$ cat src/rtl/mul_sequencer.sv
// mul_sequencer
//   Multi-cycle controller for the shared radix-2 shift-add multiplier. It
//   executes MUL, MLA, UMULL and SMULL once the main control FSM has decoded a
//   multiply-class instruction. It sequences the optional accumulator read,
//   WIDTH shift-add iterations, the SMULL sign fix, and one or two writebacks.
//
// Ports
//   i_clk, i_reset      clock; synchronous active-high reset
//   i_start             launch request, sampled only while idle
//   i_op                00 MUL, 01 MLA, 10 UMULL, 11 SMULL (latched with start)
//   i_set_flags         S bit (latched with start)
//   i_src_a, i_src_b    multiplicand / multiplier (latched with start)
//   i_acc_rd            register-file read data for Ra, sampled in ACC_RD
//   o_acc_req           steers the read port to Ra (ACC_RD only)
//   o_busy              high from the cycle after accept through the done cycle
//   o_wr_en/o_wr_hi     write strobe and hi/lo select
//   o_wr_data           write data
//   o_flag_we/n/z       N/Z update, pulses with done when S was set
//   o_done              completion pulse, coincident with the final write
module mul_sequencer #(
  parameter int WIDTH = 32
) (
  input  logic             i_clk,
  input  logic             i_reset,
  input  logic             i_start,
  input  logic [1:0]       i_op,
  input  logic             i_set_flags,
  input  logic [WIDTH-1:0] i_src_a,
  input  logic [WIDTH-1:0] i_src_b,
  input  logic [WIDTH-1:0] i_acc_rd,
  output logic             o_acc_req,
  output logic             o_busy,
  output logic             o_wr_en,
  output logic             o_wr_hi,
  output logic [WIDTH-1:0] o_wr_data,
  output logic             o_flag_we,
  output logic             o_flag_n,
  output logic             o_flag_z,
  output logic             o_done
);

  localparam int CW = (WIDTH > 1) ? $clog2(WIDTH) : 1;

  localparam logic [2:0] S_IDLE  = 3'd0;
  localparam logic [2:0] S_ACC   = 3'd1;
  localparam logic [2:0] S_MULT  = 3'd2;
  localparam logic [2:0] S_FIX   = 3'd3;
  localparam logic [2:0] S_WB_LO = 3'd4;
  localparam logic [2:0] S_WB_HI = 3'd5;

  localparam logic [1:0] OP_MUL   = 2'b00;
  localparam logic [1:0] OP_MLA   = 2'b01;
  localparam logic [1:0] OP_SMULL = 2'b11;

  logic [2:0]         r_state;
  logic [1:0]         r_op;
  logic               r_sf;
  logic               r_neg;
  logic [CW-1:0]      r_cnt;
  logic [2*WIDTH-1:0] r_mcand;   // multiplicand, shifted left one place per iteration
  logic [WIDTH-1:0]   r_mplier;  // multiplier, current bit always at [0]
  logic [WIDTH-1:0]   r_acc;
  logic [2*WIDTH-1:0] r_prod;

  // SMULL runs the unsigned core on magnitudes and negates afterwards.
  // The magnitude of the most negative value is still correct read as unsigned.
  logic             w_smull;
  logic             w_a_neg;
  logic             w_b_neg;
  logic [WIDTH-1:0] w_a_mag;
  logic [WIDTH-1:0] w_b_mag;

  assign w_smull = (i_op == OP_SMULL);
  assign w_a_neg = w_smull & i_src_a[WIDTH-1];
  assign w_b_neg = w_smull & i_src_b[WIDTH-1];
  assign w_a_mag = w_a_neg ? (~i_src_a + WIDTH'(1)) : i_src_a;
  assign w_b_mag = w_b_neg ? (~i_src_b + WIDTH'(1)) : i_src_b;

  always_ff @(posedge i_clk) begin
    if (i_reset) begin
      r_state  <= S_IDLE;
      r_op     <= OP_MUL;
      r_sf     <= 1'b0;
      r_neg    <= 1'b0;
      r_cnt    <= '0;
      r_mcand  <= '0;
      r_mplier <= '0;
      r_acc    <= '0;
      r_prod   <= '0;
    end else begin
      case (r_state)
        S_IDLE: begin
          if (i_start) begin
            r_op     <= i_op;
            r_sf     <= i_set_flags;
            r_neg    <= w_a_neg ^ w_b_neg;
            r_mcand  <= {{WIDTH{1'b0}}, w_a_mag};
            r_mplier <= w_b_mag;
            r_prod   <= '0;
            r_cnt    <= '0;
            r_state  <= (i_op == OP_MLA) ? S_ACC : S_MULT;
          end
        end
        S_ACC: begin
          r_acc   <= i_acc_rd;
          r_state <= S_MULT;
        end
        S_MULT: begin
          // Always WIDTH iterations so latency never depends on operand values.
          if (r_mplier[0]) r_prod <= r_prod + r_mcand;
          r_mcand  <= r_mcand << 1;
          r_mplier <= r_mplier >> 1;
          if (r_cnt == CW'(WIDTH - 1)) begin
            r_cnt   <= '0;
            r_state <= (r_op == OP_SMULL) ? S_FIX : S_WB_LO;
          end else begin
            r_cnt <= r_cnt + CW'(1);
          end
        end
        S_FIX: begin
          if (r_neg) r_prod <= ~r_prod + (2*WIDTH)'(1);
          r_state <= S_WB_LO;
        end
        S_WB_LO: r_state <= r_op[1] ? S_WB_HI : S_IDLE;
        S_WB_HI: r_state <= S_IDLE;
        default: r_state <= S_IDLE;
      endcase
    end
  end

  logic             w_long;
  logic [WIDTH-1:0] w_lo;
  logic             w_res_zero;
  logic             w_res_msb;

  assign w_long     = r_op[1];
  // The accumulate is folded into the low writeback; it wraps modulo 2^WIDTH.
  assign w_lo       = r_prod[WIDTH-1:0] + ((r_op == OP_MLA) ? r_acc : '0);
  assign w_res_zero = w_long ? (r_prod == '0) : (w_lo == '0);
  assign w_res_msb  = w_long ? r_prod[2*WIDTH-1] : w_lo[WIDTH-1];

  // Outputs decode from state only, so every output is 0 while idle.
  assign o_busy    = (r_state != S_IDLE);
  assign o_acc_req = (r_state == S_ACC);
  assign o_wr_en   = (r_state == S_WB_LO) | (r_state == S_WB_HI);
  assign o_wr_hi   = (r_state == S_WB_HI);
  assign o_wr_data = (r_state == S_WB_HI) ? r_prod[2*WIDTH-1:WIDTH] :
                     (r_state == S_WB_LO) ? w_lo : '0;
  assign o_done    = ((r_state == S_WB_LO) & ~w_long) | (r_state == S_WB_HI);
  assign o_flag_we = o_done & r_sf;
  assign o_flag_n  = o_flag_we & w_res_msb;
  assign o_flag_z  = o_flag_we & w_res_zero;

endmodule
$ cat config.mk
export PLATFORM = sky130hd
export DESIGN_NAME = mul_sequencer
export DESIGN_NICKNAME = d
export VERILOG_FILES = /design/src/rtl/mul_sequencer.sv
export SDC_FILE = /design/constraint.sdc
export NUM_CORES = 1
export LEC_CHECK = 0
export CORE_AREA = 2 2 192 194
export CTS_BUF_LIST = sky130_fd_sc_hd__clkbuf_2 sky130_fd_sc_hd__clkbuf_4 sky130_fd_sc_hd__clkbuf_8
export DETAILED_ROUTE_END_ITERATION = 6
export DIE_AREA = 0 0 194 196
export MAX_ROUTING_LAYER = met4
export PLACE_DENSITY = 0.77
export SYNTH_ARGS = -nofsm -noshare
export SYNTH_HDL_FRONTEND = slang
export SYNTH_SLANG_ARGS = --single-unit
$ cat constraint.sdc
create_clock -name i_clk -period 10.3 [get_ports i_clk]
set_input_delay 1.03 -clock i_clk [delete_from_list [all_inputs] [get_ports i_clk]]
set_output_delay 1.03 -clock i_clk [all_outputs]
set_load 0.01 [all_outputs]
Word level (Yosys, flattened, before mapping)
Index checks and enable logic that the tools add are counted.
{ "word_totals": {"latchBits": 0, "ff_bits": 204, "in_bits": 102, "memories": 0, "word_cells": 76, "romBits": 0, "out_inout_bits": 40, "mem_bits_rw": 0} }
{ "op_classes": {"reduce_logical": 10, "n_lt_le_gt_ge": 0, "bitwise_logic": 13, "multipliers": 0, "n_shift": 0, "eq_ne": 14, "n_addsub": 6, "mux": 24, "n_div": 0} }
{ "op_table": {"columns": ["operator", "count"], "rows": [
  ["two-way mux 64 bit", 4],
  ["two-way mux 32 bit", 6],
  ["one-hot mux 64 bit (3 select lines)", 1],
  ["one-hot mux 64 bit (2 select lines)", 1],
  ["adder 32 x 1 -> 32 bit, second input constant", 2],
  ["adder 64 x 1 -> 64 bit, second input constant", 1],
  ["adder 64 bit", 1],
  ["zero test 64 bit", 1],
  ["NOT 32 bit", 2],
  ["NOT 64 bit", 1],
  ["one-hot mux 32 bit (2 select lines)", 1],
  ["adder 32 bit", 1],
  ["zero test 32 bit", 1],
  ["one-hot mux 3 bit (5 select lines)", 1],
  ["two-way mux 3 bit", 4],
  ["two-way mux 5 bit", 2],
  ["one-hot mux 5 bit (2 select lines)", 1],
  ["!= test 2 bit, second input constant", 4],
  ["AND 1 bit", 6],
  ["equality test 3 x 2 -> 1 bit, second input constant", 2],
  ["equality test 3 bit, second input constant", 2],
  ["AND reduction 2 bit", 3],
  ["nonzero test 3 bit", 2],
  ["adder 5 x 1 -> 5 bit, second input constant", 1],
  ["other kinds (12)", 16]
]} }

Depth between registers and ports, before layout
{ "depth": {"ltp_word": 6, "ltp_mapped": 15, "mapped_depth_nobuf": 14} }

Worst setup path before layout
No wires, ideal clock.
{ "synth_timing": {"kind": "register to output", "from": "reg r_op[0]", "to": "out o_flag_z", "t_arrival_ns": 4.040, "required_time_ns": 9.270, "stages_incl_launch_ff": 16, "setup_slack_ns": 5.230, "path_buffers": 1, "path_cell_list": "dfxtp_1 -> nor2b_1 -> clkbuf_1 -> and2_1 -> ha_1 -> fa_1 -> nor2_1 -> nand3_1 -> a2111oi_4 -> o211ai_2 -> a2111oi_2 -> o211ai_1 -> or4_1 -> or4b_1 -> nor4_1 -> a31o_1"} }
{ "synth_via": {"elab_chain_cells": 6} }
{ "synth_rtl": {"columns": ["element", "line", "source"], "rows": [
  ["from (decl)", "56", "logic [1:0] r_op;"],
  ["from (signal assigned)", "94", "r_op <= i_op;"],
  ["equality test 2 x 1 -> 1 bit", "138", "assign w_lo = r_prod[WIDTH-1:0] + ((r_op == OP_MLA) ? r_acc : '0);"],
  ["two-way mux 32 bit", "138", null],
  ["adder 32 bit", "138", null],
  ["zero test 32 bit", "139", "assign w_res_zero = w_long ? (r_prod == '0) : (w_lo == '0);"],
  ["two-way mux 1 bit", "139", null],
  ["AND 1 bit", "152", "assign o_flag_z = o_flag_we & w_res_zero;"],
  ["to (decl)", "38", "output logic o_flag_z,"]
]} }
No other way between the ends.

Final worst setup path
{ "layout_timing": {"from": "reg r_op[1]", "to": "out o_flag_z"} }
{ "layout_via": {"elab_chain_cells": 6, "elab_cells_between_ends": 10, "classes_between": "1 x add/sub; 1 x eq/ne; 2 x mux; 5 x bitwise; 1 x reduce/logical"} }
{ "layout_rtl": {"columns": ["element", "line"], "rows": [
  ["equality test 2 x 1 -> 1 bit", "138"],
  ["two-way mux 32 bit", "138"],
  ["adder 32 bit", "138"],
  ["zero test 32 bit", "139"],
  ["two-way mux 1 bit", "139"],
  ["AND 1 bit *", "152"]
]} }
Every way passes the cells marked *; elsewhere a longest branch is shown, timed or not.

==> results.ini <==
[setup_path]
required_ns = 9.27
critPathKind = register to output port
critPathTopFamily = simple AND/OR/NAND/NOR gates
cp_slowest_cell = dfxtp_1
path_max_fanout = 32
cp-start-kind = register
cp.arrival_ns = 5.78
path_depth = 16
crit_path_end_kind = output port
crit_chain = nor2b_1, buf_4, and2_1, ha_1, fa_1, xnor2_1, nand3_1, a2111oi_4, o211ai_2, a2111oi_2, o211ai_1, or4_1, or4b_1, nor4_1, a31o_1, clkdlybuf4s50_1
rr_worst_depth = 11
cp.buffers_inverters = 2
critical_path.max_stage_delay_ns = 0.56

[sta]
fin_crit_sh = 0.661
finalClockSkew_ns = 0.0257
timing.fmax_ghz = 0.147
setup_viol = 0
slew_headroom = 0.284
tns_ns = 0
period_needed_ns = 6.81
rsz0062_at_grt = false
slew_viol_final = 0
tightest_slew_ns = 1.07
hold_violations = 0

[synth]
async_flop_share = 0
synth_top_area_frac = 0.246
synth.most_common_cell = nand2_1
synth_largest_area_cell = dfxtp_1
syn_inst = 2332
ys.flop_type = dfxtp_1
synth_edf_count = 0
ys_seq_area_frac = 0.246
yosysUniqueCellTypes = 89
synth_common_cells = nand2_1, a21oi_1, nor2_1, dfxtp_1, clkbuf_1
synth-seq-cells = 204
syn_avg_cell_area_sq_um = 7.13
netlist_area_sq_um = 16600
post_synth_main_area_contributors = dfxtp_1, a21oi_1, ha_1
ys_warn_count = 0
synth_nets = 2535

[detailed_routing]
drt-pass1-iter-count = 5
drc = 0
antenna_left = 0
dr.first_iter.drc_count = 1629
vias = 17900
viasPerCell = 6.24
wirelength_microns = 53400
avgRoutedWirePerCell_microns = 18.6

[placed_design]
hpwl_microns = 39400
place_area_sq_um = 18200
portBuffers = 141
routabilityCongestion = 0.983

[clock_tree]
cts-buffers-inserted = 40
postCtsSetupBuffers = 0
worstSkewPairLatency_ns = 0.58
clock-sinks = 204
cts_repair_resize_count = 0
cts_tree = built
htreeDepth = 2
hold_buffers = 0
clk_pin_slew_ns = 0.05
cts_max_path_buffers = 3
cts_root_buf = clkbuf_8

[final_layout]
antenna_cells = 0
final_util = 0.527
layout-drive-gt1-share = 0.0503
nets = 2578
postLayoutCellArea_sq_um = 19000
areaGrowthSynthToFinish_pct = 14.5
nFillCells = 3519

[global_routing]
grt_pass1_vias = 16400
grt_use_total = 0.277
grt_pass1_wl_microns = 85200
grt_max_degree = 123
antenna_found_initial = 0
overflow = 0

[floorplan]
rows = 70
core_area_sq_um = 36100
fp.dieArea_sq_um = 38000
chipWidth_microns = 194
start_util = 0.461
ioPinCount = 142
die_y_microns = 196

[hold_path]
hold_depth = 2
hp-class = register to register

[pwr]
cellPowerDensity_nw_per_um2 = 118
power_leakage_uw = 0.00730
worst_ir_drop_vdd_mv = 0.0923

[run_status]
status = completed

[flow_run]
drv_cap = 0

==> kinds of logic (layout without fill, tap and decap cells) <==
kind of cell	Yosys count	count (layout)	synth area share
AOI/OAI and AO/OA	790	790	0.296
xor gates and xnor gates	147	147	0.0774
adders and majority gates	101	101	0.0769
buffers and inverters	192	264	0.0449
DFF	204	204	0.246
muxes	11	11	0.00662
and+or+nand+nor	887	887	0.252
==> layout by cell type, fill, tap and decap left out, drive strengths merged, types with 10 or more instances in the layout <==
master	netlist	final
and3	13	13
nor3	71	71
nand4	32	32
a22oi	83	83
nor2	207	207
nand3	62	62
clkdlybuf4s50	0	140
buf	25	15
o22ai	13	13
nor4	29	29
ha	99	99
inv	38	40
a211oi	24	24
o32ai	21	21
or3	21	21
clkbuf	129	58
o21bai	20	20
a221oi	18	18
nor2b	10	10
o31ai	19	19
nor3b	10	10
and2	43	43
xor2	64	64
nand2	328	328
a21oi	318	318
a21o	44	44
mux2i	11	11
o21a	12	12
dfxtp	204	204
a31oi	26	26
xnor2	83	83
nand2b	14	14
or4	13	13
o21ai	135	135
==> flip-flops by register name, indices dropped and copies added (netlist names) <==
signal / flops
r_state: 3
r_sf: 1
r_mcand: 64
r_mplier: 32
r_neg: 1
r_prod: 64
r_acc: 32
r_cnt: 5
r_op: 2
==> area by class of cell <==
class | count | area (sq um) | share of cell area
multi-input combinational | 1936 | 11800 | 0.621
timing repair buffer | 155 | 1520 | 0.0797
tap | 468 | 586 | 0.0308
clock buffer | 58 | 748 | 0.0393
clock inverter | 13 | 128 | 0.00671
inverter | 38 | 145 | 0.00763
sequential | 204 | 4080 | 0.215
==> worst min-delay path, delay by kind of cell (launching register included) <==
kind | cells | cell delay [ns]
flip-flops | 1 | 0.30
AO/OA/AOI/OAI | 1 | 0.05
AND/OR/NAND/NOR | 1 | 0.05
==> final timing paths <==
path,startpoint,endpoint,slack (ns)
hold reg to reg,r_acc[9],r_acc[9],0.45
setup reg to reg,r_prod[12],r_prod[62],5.96
setup / recovery,r_op[1],o_flag_z,3.49
hold / removal,r_acc[9],r_acc[9],0.45
==> metrics by stage <==
stage | setup WS [ns] | power [uW] | hold slack [ns] | std cells
CTS | 3.49 | 2250 | 0.453 | 2872
detailed placement | 4.12 | 1340 | 0.446 | 2801
global route | 3.12 | 2330 | 0.472 | 2872
finish | 3.49 | 2240 | 0.452 | 2872
floorplan | 5.23 | 1190 | 0.432 | 2332
global placement | 4.22 | 1330 | 0.440 | 2801
==> report_power, final <==
part	internal [uW]	total, uW	switching (uW)
combinational	174	474	300
sequential	821	860	38.1
clock	520	906	386
==> metal layers <==
layer / GRT usage / part of all wire / wire (microns)
met1: 0.379 / 0.45 / 24200
met2: 0.425 / 0.44 / 23600
met3: 0.0382 / 0.079 / 4220
met4: 0.0864 / 0.028 / 1480
met5: - / 0 / 0
No activity file was read; power rests on OpenSTA's default activity.
